## src/rtl/wb_stage_if.sv

```systemverilog
// MEM-to-WB bus: instruction fields from the MEM stage and register-file write port.
// The write-back stage uses the slave side; whatever feeds MEM / consumes WB uses master.
interface wb_stage_if;
    logic        m_valid;
    logic        m_wreg;
    logic [4:0]  m_rn;
    logic [1:0]  m_wsel;
    logic [2:0]  m_ldtype;
    logic [31:0] m_alu;
    logic [31:0] m_mem;
    logic [1:0]  m_addr_lo;
    logic [31:0] m_pc8;
    logic [31:0] w_d;
    logic [4:0]  w_wn;
    logic        w_we;
    logic        w_valid;

    modport slave (
        input  m_valid, m_wreg, m_rn, m_wsel, m_ldtype, m_alu, m_mem, m_addr_lo, m_pc8,
        output w_d, w_wn, w_we, w_valid
    );

    modport master (
        output m_valid, m_wreg, m_rn, m_wsel, m_ldtype, m_alu, m_mem, m_addr_lo, m_pc8,
        input  w_d, w_wn, w_we, w_valid
    );
endinterface

```

## src/rtl/wb_stage.sv

```systemverilog
// Write-back pipeline stage: result select, load extraction, one register of latency.
// Define WB_RETIRE_CNT_EN to add the retire_cnt output (retired-instruction counter).
module wb_stage (
    input  logic       clk,
    input  logic       clrn,
    input  logic       stall,
    input  logic       flush,
    wb_stage_if.slave  wb
`ifdef WB_RETIRE_CNT_EN
    ,
    output logic [31:0] retire_cnt
`endif
);

    logic [7:0]  mem_byte [4];
    logic [15:0] mem_half;
    logic [31:0] load_val;
    logic [31:0] d_next;

    logic [31:0] d_reg;
    logic [4:0]  wn_reg;
    logic        wreg_reg;
    logic        valid_reg;

    genvar gi;
    generate
        for (gi = 0; gi < 4; gi++) begin : g_byte
            assign mem_byte[gi] = wb.m_mem[8*gi +: 8];
        end
    endgenerate

    // Halfword position only depends on address bit 1; bit 0 is ignored.
    assign mem_half = wb.m_addr_lo[1] ? wb.m_mem[31:16] : wb.m_mem[15:0];

    always_comb begin
        load_val = wb.m_mem;
        case (wb.m_ldtype)
            3'b001:  load_val = {{24{mem_byte[wb.m_addr_lo][7]}}, mem_byte[wb.m_addr_lo]};
            3'b010:  load_val = {24'd0, mem_byte[wb.m_addr_lo]};
            3'b011:  load_val = {{16{mem_half[15]}}, mem_half};
            3'b100:  load_val = {16'd0, mem_half};
            default: load_val = wb.m_mem;
        endcase
    end

    always_comb begin
        d_next = 32'd0;
        case (wb.m_wsel)
            2'b00:   d_next = wb.m_alu;
            2'b01:   d_next = load_val;
            2'b10:   d_next = wb.m_pc8;
            default: d_next = 32'd0;
        endcase
    end

    // Flush only kills validity; data registers keep their old contents.
    always_ff @(posedge clk or negedge clrn) begin
        if (!clrn) begin
            d_reg     <= 32'd0;
            wn_reg    <= 5'd0;
            wreg_reg  <= 1'b0;
            valid_reg <= 1'b0;
        end else if (flush) begin
            valid_reg <= 1'b0;
        end else if (!stall) begin
            d_reg     <= d_next;
            wn_reg    <= wb.m_rn;
            wreg_reg  <= wb.m_wreg;
            valid_reg <= wb.m_valid;
        end
    end

    assign wb.w_d     = d_reg;
    assign wb.w_wn    = wn_reg;
    assign wb.w_valid = valid_reg;
    assign wb.w_we    = valid_reg & wreg_reg & (wn_reg != 5'd0);

`ifdef WB_RETIRE_CNT_EN
    logic [31:0] retire_cnt_reg;

    always_ff @(posedge clk or negedge clrn) begin
        if (!clrn) begin
            retire_cnt_reg <= 32'd0;
        end else if (valid_reg && !stall) begin
            retire_cnt_reg <= retire_cnt_reg + 32'd1;
        end
    end

    assign retire_cnt = retire_cnt_reg;
`endif

endmodule
```

## src/flat_wrapper.sv

```systemverilog
// flat-port wrapper written by rule: the top's interface ports become plain ports
module wb_stage_flat 
  (clk, clrn, stall, flush, wb_m_valid, wb_m_wreg, wb_m_rn, wb_m_wsel, wb_m_ldtype, wb_m_alu, wb_m_mem, wb_m_addr_lo, wb_m_pc8, wb_w_d, wb_w_wn, wb_w_we, wb_w_valid);
  wb_stage_if wb_i ();
  input  logic clk;
  input  logic clrn;
  input  logic stall;
  input  logic flush;
  input wire logic [$bits(wb_i.m_valid)-1:0] wb_m_valid;
  input wire logic [$bits(wb_i.m_wreg)-1:0] wb_m_wreg;
  input wire logic [$bits(wb_i.m_rn)-1:0] wb_m_rn;
  input wire logic [$bits(wb_i.m_wsel)-1:0] wb_m_wsel;
  input wire logic [$bits(wb_i.m_ldtype)-1:0] wb_m_ldtype;
  input wire logic [$bits(wb_i.m_alu)-1:0] wb_m_alu;
  input wire logic [$bits(wb_i.m_mem)-1:0] wb_m_mem;
  input wire logic [$bits(wb_i.m_addr_lo)-1:0] wb_m_addr_lo;
  input wire logic [$bits(wb_i.m_pc8)-1:0] wb_m_pc8;
  output wire logic [$bits(wb_i.w_d)-1:0] wb_w_d;
  output wire logic [$bits(wb_i.w_wn)-1:0] wb_w_wn;
  output wire logic [$bits(wb_i.w_we)-1:0] wb_w_we;
  output wire logic [$bits(wb_i.w_valid)-1:0] wb_w_valid;
  assign wb_i.m_valid = wb_m_valid;
  assign wb_i.m_wreg = wb_m_wreg;
  assign wb_i.m_rn = wb_m_rn;
  assign wb_i.m_wsel = wb_m_wsel;
  assign wb_i.m_ldtype = wb_m_ldtype;
  assign wb_i.m_alu = wb_m_alu;
  assign wb_i.m_mem = wb_m_mem;
  assign wb_i.m_addr_lo = wb_m_addr_lo;
  assign wb_i.m_pc8 = wb_m_pc8;
  assign wb_w_d = wb_i.w_d;
  assign wb_w_wn = wb_i.w_wn;
  assign wb_w_we = wb_i.w_we;
  assign wb_w_valid = wb_i.w_valid;
  wb_stage u_core (.clk(clk), .clrn(clrn), .stall(stall), .flush(flush), .wb(wb_i));
endmodule
```

## config.mk

```make
export PLATFORM = sky130hd
export DESIGN_NAME = wb_stage_flat
export DESIGN_NICKNAME = d
export VERILOG_FILES = /design/src/rtl/wb_stage_if.sv /design/src/rtl/wb_stage.sv /design/src/flat_wrapper.sv
export SDC_FILE = /design/constraint.sdc
export NUM_CORES = 1
export LEC_CHECK = 0
export CAP_MARGIN = 5
export CORE_MARGIN = 2
export CORE_UTILIZATION = 42
export CTS_CLUSTER_DIAMETER = 40
export DETAILED_ROUTE_END_ITERATION = 10
export GPL_TIMING_DRIVEN = 0
export PLACE_DENSITY = 0.9
export SLEW_MARGIN = 20
export SYNTH_ARGS = -nofsm -noshare
export SYNTH_HDL_FRONTEND = slang
export SYNTH_SLANG_ARGS = --single-unit
```

## constraint.sdc

```tcl
create_clock -name clk -period 2.81 [get_ports clk]
set_input_delay 0.562 -clock clk [delete_from_list [all_inputs] [get_ports clk]]
set_output_delay 0.562 -clock clk [all_outputs]
set_load 0.005 [all_outputs]
```

* After elaboration in Yosys (flattened, before gate mapping)
Index checks and enable logic that the tools add are counted.
W data, S select, Z words.
** Storage, ports and cells
- Output and inout port bits :: 39
- Memories :: 0
- Flip-flop bits (word level) :: 39
- Bits in writable memories :: 0
- Latch bits :: 0
- Word-level logic and storage cells :: 28
- Memory bits (read-only) :: 0
- Bits of input ports :: 114
** Operators by class
- Multipliers :: 0
- Divide/modulo/power cells :: 0
- Reductions and logical operators :: 3
- Shift operators :: 0
- Bitwise operators :: 5
- Equal/unequal tests :: 7
- Add/subtract/negate cells :: 0
- $lt $le $gt $ge :: 1
- Mux-type cells :: 8
** Operators by type and width (number)
- $pmux W32 S4 :: 1
- $pmux W32 S3 :: 1
- $bmux W8 S2 :: 1
- $mux W16 :: 1
- $mux W8 :: 2
- $eq A3 B2 Y1 const B :: 2
- $reduce_bool A5 Y1 :: 1
- $eq A3 B1 Y1 const B :: 1
- $eq A3 B3 Y1 const B :: 1
- $ge A3 B3 Y1 const B :: 1
- $not A2 Y3 :: 1
- $and A1 B1 Y1 :: 2
- $eq A2 B1 Y1 const B :: 1
- $eq A2 B2 Y1 const B :: 1
- $logic_not A2 Y1 :: 1
- $mux W1 :: 2
- $ne A2 B1 Y1 const B :: 1
- $not A1 Y1 :: 2
- $reduce_and A2 Y1 :: 1

* Logic depth before layout (Yosys ltp)
Gate-level depths: netlist (run 1).
- Word-level depth :: 6
- Mapped depth :: 6
- Depth with buffers taken out :: 4

* Least setup slack after synthesis (run 1)
Ideal clock, no wire load.
- Kind :: input port to flip-flop
- From :: in wb_m_addr_lo[1]
- To :: reg u_core.d_reg[21], in the netlist u_core.wb.w_d[21]
- Stages :: 5
- Arrival time :: 1807 ps
- Path buffers :: 1
- Path slack :: 859 ps
- Required time :: 2667 ps
- Library setup time :: 143 ps
- Cell sequence :: mux4_2 or3_4 nand4_4 buf_8 o221ai_2
** Between the ends
- Word-level cells in the longest chain between the ends :: 6
- Elaborated cells between the ends (all ways) :: 7
- Classes of those cells :: mux: 6; bitwise: 1
** Ends and longest elaborated chain
- from (decl) :: RTL line flat_wrapper.sv:16 : input wire logic [$bits(wb_i.m_addr_lo)-1:0] wb_m_addr_lo;
- $not A2 Y3 (implied by the code) :: RTL line wb_stage.sv:38 : 3'b001: load_val = {{24{mem_byte[wb.m_addr_lo][7]}}, mem_byte[wb.m_addr_lo]};
- $bmux W8 S2 :: RTL line wb_stage.sv:38
- $mux W8 (implied by the code) (2 in a row) :: RTL line wb_stage.sv:38
- $pmux W32 S4 * :: RTL line wb_stage.sv:37 : case (wb.m_ldtype)
- $pmux W32 S3 * :: RTL line wb_stage.sv:48 : case (wb.m_wsel)
- to (signal assigned) :: RTL line wb_stage.sv:66 : d_reg <= d_next;
- to (decl) :: RTL line wb_stage.sv:20 : logic [31:0] d_reg;
Mark *: on every way between the ends. The rest lies on a longest branch, timed or not. The select of a mux whose other input is x is not followed.
A chain may end at the register's enable or synchronous reset.

* Worst setup path after layout (run 1)
- From :: reg u_core.wn_reg[1], in the netlist u_core.wb.w_wn[1]
- To :: out wb_w_we
** Between the ends
- Word-level cells in the longest chain between the ends :: 2
** Ends and longest elaborated chain
- from (decl) :: RTL line wb_stage.sv:21 : logic [4:0] wn_reg;
- from (signal assigned) :: RTL line wb_stage.sv:67 : wn_reg <= wb.m_rn;
- $reduce_bool A5 Y1 :: RTL line wb_stage.sv:76 : assign wb.w_we = valid_reg & wreg_reg & (wn_reg != 5'd0);
- $and A1 B1 Y1 :: RTL line wb_stage.sv:76
- to (decl) :: RTL line flat_wrapper.sv:20 : output wire logic [$bits(wb_i.w_we)-1:0] wb_w_we;
No other way between the ends.

==> impl_metrics.json, run 1 <==
{
  "synth-compound-area-share": 0.251,
  "globalRoute.totalOverflow": 0,
  "powerDensity_nw_per_um2": 412,
  "slew-limit-headroom": 0.499,
  "layout_commonest_cell": "clkdlybuf4s50_1",
  "layout_common_cells": "clkdlybuf4s50_1 (149), mux2i_1 (47), dfrtp_1 (39), nand2_1 (34), nor2_1 (26)",
  "max_freq_mhz": 420,
  "crit_path_end": "wb_w_we",
  "grt_use_total": 0.267,
  "crit_path_start": "u_core.wb.w_wn[1]$_DFFE_PN0P_",
  "syn_inst": 293,
  "maxCapViolations": 0,
  "fin_setup_tns_ps": 0,
  "synth_adder_area_share": 0,
  "rr_worst_depth": 1,
  "hold_viol": 0,
  "yosysWarnings": 0,
  "yosysTopAreaCell": "dfrtp_1",
  "ant_nets": 0,
  "start_util": 0.435,
  "setup_viol": 0,
  "crit_fanout": 3,
  "crit_arrival_ps": 1820,
  "synth-edff-count": 0,
  "status": "finished clean",
  "yosys_most_used_dff": "dfrtp_1",
  "grt_pass1_wl_mm": 15.5,
  "fin_crit_ps": 2380,
  "layoutNonFillerInstCount": 529,
  "post_cts_buffers": 0,
  "tritoncts": "yes",
  "dr.first_iter.drc_count": 123,
  "synth_cell_types": 35,
  "grt_max_degree": 24,
  "synth.yosys.seq_area_share": 0.351,
  "grt_pass1_vias": 3146,
  "drc": 0,
  "final_layout_size_suffix_gt1_frac": 0.0929,
  "ctsResizeCount": 0,
  "synth_xor_area_frac": 0.00630,
  "worstSetupPathType": "reg2out",
  "largest_reg_flops": 32,
  "h-tree-depth": 2,
  "std_cell_rows": 29,
  "wire_per_inst_um": 18.6,
  "rsz0062_at_grt": "no",
  "syn_avg_cell_area_um2": 9.49,
  "r2r_start": "u_core.wb.w_d[7]$_DFFE_PN0P_",
  "async_flop_share": 1.00,
  "end_kind": "output port",
  "clockBufferDepth": 2,
  "synth_top_family_by_area": "compound AO/OA/AOI/OAI gates",
  "die_area_um2": 7290,
  "coreArea_um2": 6390,
  "r2r_end": "u_core.wb.w_d[7]$_DFFE_PN0P_",
  "clk_pin_slew_ps": 90,
  "finalNetCount": 565,
  "min_period_over_period": 0.848,
  "clock_skew_ps": 0,
  "die_x_um": 85.4,
  "routed_wl_mm": 9.82,
  "syn_nets": 407,
  "io_buffers": 150,
  "startpoint_type": "register",
  "cts_hold_buf": 0,
  "antenna-diode-count": 0,
  "synth_top_area_frac": 0.351,
  "worst_slew_pin_slew_ps": 752,
  "dp_hpwl_mm": 7.76,
  "routabilityCongestion": 0.865,
  "ys_seq_elements": 39,
  "drt_pass1_iterations": 4,
  "finalPower_mw": 1.86,
  "synthTopCellsByArea": "dfrtp_1 (35%), mux2i_1 (17%), o221ai_1 (6.6%)",
  "drv_slew": 0,
  "power.leakage_nw": 1.83,
  "clk_root_buffer_cell": "clkbuf_8",
  "ir_drop_uv": 233,
  "dp_cells": 521,
  "post_drt_via_cell_ratio": 5.75,
  "synthToLayoutAreaGrowth_pct": 62.3,
  "clk_latency_ps": 300,
  "fp.dieH_um": 85.4,
  "vias": 3044,
  "fillers": 529,
  "min_path_type": "in2async",
  "synth-simple-area-share": 0.139,
  "required_ps": 2250,
  "synthesis.area_um2": 2780,
  "ios": 153,
  "clkSinkCount": 39,
  "rrSetupSlack_ps": 1980,
  "muxShareOfSynthArea": 0.206,
  "antenna_found_initial": 0,
  "cts_buffers": 5
}
## layer usage
layer,global-route usage,routed length [um],up-vias
li1,-,-,1427
met1,0.341,4020,1474
met2,0.469,4870,131
met3,0.0535,805,12
met4,0.0548,126,0
met5,0,0,-
## how the worst min path moves through the flow
stage | start | endpoint | slack, ps | cells after the start
detailed placement | u_core.wb.w_d[18]$_DFFE_PN0P_ | u_core.wb.w_d[18]$_DFFE_PN0P_ | 470 | 2
floorplan | clrn | u_core.wb.w_d[0]$_DFFE_PN0P_ | 270 | 0
CTS | clrn | u_core.wb.w_d[15]$_DFFE_PN0P_ | 210 | 1
global route | clrn | u_core.wb.w_d[15]$_DFFE_PN0P_ | 230 | 1
finish | clrn | u_core.wb.w_d[15]$_DFFE_PN0P_ | 210 | 1
global placement | u_core.wb.w_d[17]$_DFFE_PN0P_ | u_core.wb.w_d[17]$_DFFE_PN0P_ | 470 | 2
## worst max-delay path, stage by stage (launching register included)
cell,delay [ps]
dfrtp_1,400
or3_1,390
o311a_1,290
clkdlybuf4s50_1,440
## Yosys cell counts, types with 2 or more instances
cell       n
a21oi_1   23
a22oi_1    7
and3b_1    2
buf_1      3
buf_2      8
clkbuf_1  17
dfrtp_1   39
mux2_2     7
mux2i_1   47
nand2_1   34
nand2b_1   4
nor2_1    26
nor2b_1    3
o211ai_1  14
o21ai_0    8
o221ai_1  21
o221ai_2  10
or3_1      2
xnor2_1    2
## kinds of logic (layout without fill, tap and decap cells)
kind of cell	Yosys count	after routing
AND/OR/NAND/NOR	79	79
buffers and inverters	29	188
flip-flops	39	39
multiplexers	55	55
XOR/XNOR	2	2
AO/OA/AOI/OAI	89	89
## cell type report
type,count,area [um^2],share of cell area
buffer,29,130,0.0288
timing repair buffer,151,1520,0.338
tap,77,96.3,0.0213
sequential,39,976,0.216
clock inverter,3,43.8,0.00970
multi-input combinational,225,1670,0.371
clock buffer,5,68.8,0.0152
## through the flow
stage	util	cell area [um^2]	worst slack (ps)	hold slack, ps
global route	0.707	4510	250	229
CTS	0.707	4510	427	207
floorplan	-	2780	859	266
detailed placement	0.689	4400	134	475
finish	0.707	4510	428	206
global placement	0.686	4380	132	468
## power by group
group	total, mW	switching [mW]	internal, mW
Clock	0.490	0.225	0.265
Combinational	0.675	0.268	0.407
Sequential	0.695	0.0498	0.645
Total	1.86	0.543	1.32
Note: power is estimated with default switching activity, not from simulation.
==> inputs of run 2 (changes only) <==
--- a/config.mk
+++ b/config.mk
@@ -7,11 +7,11 @@
 export LEC_CHECK = 0
 export CAP_MARGIN = 5
 export CORE_MARGIN = 2
-export CORE_UTILIZATION = 42
+export CORE_UTILIZATION = 36
 export CTS_CLUSTER_DIAMETER = 40
 export DETAILED_ROUTE_END_ITERATION = 10
 export GPL_TIMING_DRIVEN = 0
-export PLACE_DENSITY = 0.9
+export PLACE_DENSITY = 0.82
 export SLEW_MARGIN = 20
 export SYNTH_ARGS = -nofsm -noshare
 export SYNTH_HDL_FRONTEND = slang
==> constraint.sdc (replaced) <==
create_clock -name clk -period 2 [get_ports clk]
set_input_delay 0.4 -clock clk [delete_from_list [all_inputs] [get_ports clk]]
set_output_delay 0.4 -clock clk [all_outputs]
set_load 0.005 [all_outputs]
==> impl_metrics.json, run 2 (synthesis results as in run 1) <==
{
  "worst_slew_pin_slew_ps": 752,
  "slew-limit-headroom": 0.499,
  "hold_viol": 0,
  "slowest_stage": "clkdlybuf4s50_1",
  "p_comb_frac": 0.378,
  "drt_pass1_iterations": 5,
  "antenna-diode-count": 0,
  "worstSetupPathType": "in2reg",
  "clkSinkCount": 39,
  "dp_hpwl_mm": 7.97,
  "finalNetCount": 580,
  "cp.depth": 8,
  "dr.first_iter.drc_count": 195,
  "grt_use_total": 0.237,
  "clk_latency_ps": 290,
  "min_period_over_period": 1.00,
  "clock_skew_ps": 0,
  "clk_pin_slew_ps": 80,
  "fin_setup_tns_ps": -1.23,
  "grt_max_degree": 27,
  "ir_drop_uv": 245,
  "critical_path.most_common_cell": "buf_4",
  "powerDensity_nw_per_um2": 554,
  "clk_root_buffer_cell": "clkbuf_8",
  "fin_crit_ps": 2000,
  "start_util": 0.365,
  "swShare": 0.293,
  "r2r_start": "u_core.wb.w_wn[1]$_DFFE_PN0P_",
  "ios": 153,
  "routed_wl_mm": 10.5,
  "antenna_found_initial": 0,
  "fin_ws_ps": -1.23,
  "p_clk_frac": 0.255,
  "end_kind": "register",
  "cts_buffers": 5,
  "layout_commonest_cell": "clkdlybuf4s50_1",
  "cts_hold_buf": 0,
  "path_cells": "clkdlybuf4s50_1, clkbuf_4, nand3b_1, buf_4, buf_4, a21oi_1, o221ai_2, o211ai_1",
  "die_area_um2": 8440,
  "r2r_end": "u_core.wb.w_wn[1]$_DFFE_PN0P_",
  "wire_per_inst_um": 18.4,
  "final_layout_size_suffix_gt1_frac": 0.158,
  "required_ps": 2210,
  "crit_family": "buffers and inverters",
  "layoutNonFillerInstCount": 569,
  "die_x_um": 91.9,
  "max_freq_mhz": 500,
  "status": "finished with violations",
  "io_buffers": 150,
  "grt_pass1_wl_mm": 16.0,
  "routabilityCongestion": 0.895,
  "grt_pass1_vias": 3214,
  "coreArea_um2": 7610,
  "min_path_type": "in2async",
  "startpoint_type": "primary input",
  "largest_reg_flops": 32,
  "vias": 3214,
  "post_drt_via_cell_ratio": 5.65,
  "drv_slew": 0,
  "std_cell_rows": 32,
  "power.leakage_nw": 1.98,
  "crit_arrival_ps": 2210,
  "fp.dieH_um": 91.9,
  "clockBufferDepth": 2,
  "layout_common_cells": "clkdlybuf4s50_1 (140), mux2i_1 (47), dfrtp_1 (39), nand2_1 (34), nor2_1 (25)",
  "timing.hold.ws_ps": 9.84,
  "synthToLayoutAreaGrowth_pct": 72.5,
  "post-place-ws_ps": -483,
  "p_sw_mw": 0.778,
  "crit_path_end": "u_core.wb.w_d[11]$_DFFE_PN0P_",
  "rrSetupSlack_ps": 1120,
  "h-tree-depth": 2,
  "slowest_delay_ps": 530,
  "rr_worst_depth": 2,
  "ant_nets": 0,
  "internal_power_mw": 1.88,
  "crit_fanout": 10,
  "path_buf_inv": 4,
  "dp_cells": 546,
  "globalRoute.totalOverflow": 0,
  "final_area_um2": 4800,
  "drc": 0,
  "seq_power_share": 0.367,
  "violations": "negative setup slack",
  "crit_path_start": "wb_m_ldtype[1]",
  "tritoncts": "yes",
  "setup_viol": 1,
  "placed_area_um2": 4420,
  "maxCapViolations": 0
}
run 2: cell count changes in the layout (fill, tap and decap cells not counted), moves of 4 or more:
cell,delta
clkbuf_1,-6
o221ai_2,+6
buf_12,+4
dlygate4sd2_1,+5
buf_4,+13
clkdlybuf4s50_1,-9
o221ai_1,-6
clkbuf_2,+6
buf_2,-5
run 2: worst reg2reg max path, cell delays in order (launching register included):
cell     delay [ps]
dfrtp_1         380
buf_4           130
mux2_2          250
run 2: final cells by class:
| type | count | area [um^2] |
|---|---|---|
| Timing Repair Buffer | 166 | 1680 |
| Multi-Input combinational cell | 225 | 1740 |
| Sequential cell | 39 | 976 |
| Tap cell | 102 | 128 |
| Buffer | 29 | 160 |
| Clock buffer | 5 | 68.8 |
| Clock inverter | 3 | 43.8 |
| Fill cell | 622 | 2810 |
run 2: power groups by stage:
stage | registers, mW | logic, mW | clock network, mW
after floorplan | 0.994 | 0.352 | 0
after global placement | 0.984 | 0.926 | 0
after detailed placement | 0.993 | 0.950 | 0
after CTS | 0.975 | 0.981 | 0.693
after global routing | 0.990 | 1.08 | 0.712
final | 0.975 | 1.01 | 0.677
run 2: per-layer routing:
| metal | vias up | routed length (um) | track usage |
|---|---|---|---|
| met2 | 189 | 5110 | 0.404 |
| met3 | 33 | 937 | 0.0534 |
| li1 | 1462 | - | - |
| met4 | 0 | 349 | 0.0958 |
| met1 | 1530 | 4090 | 0.288 |
| met5 | - | 0 | 0 |
run 2: how the worst min path moves through the flow:
stage / slack (ps) / cells past startpoint / from / to
2_1_floorplan: 100 / 0 / clrn / u_core.wb.w_d[0]$_DFFE_PN0P_
6_report: 10 / 1 / clrn / u_core.wb.w_d[6]$_DFFE_PN0P_
3_5_place_dp: 350 / 1 / clrn / u_core.wb.w_d[17]$_DFFE_PN0P_
3_3_place_gp: 470 / 2 / u_core.wb.w_d[18]$_DFFE_PN0P_ / u_core.wb.w_d[18]$_DFFE_PN0P_
4_1_cts: 20 / 1 / clrn / u_core.wb.w_d[6]$_DFFE_PN0P_
5_1_grt: 40 / 1 / clrn / u_core.wb.w_d[17]$_DFFE_PN0P_
run 2: stage by stage:
stage                     power, mW   util
after floorplan                1.35      -
after global placement         1.91  0.580
after detailed placement       1.94  0.582
after CTS                      2.65  0.617
after global routing           2.78  0.630
final                          2.66  0.630
run 2: timing repair:
item                                    CTS  global route
pin swaps                                 2             5
gates cloned                              1             0
setup buffers                             8             6
endpoints found under the setup margin   33            31
gates resized for setup                  19            21
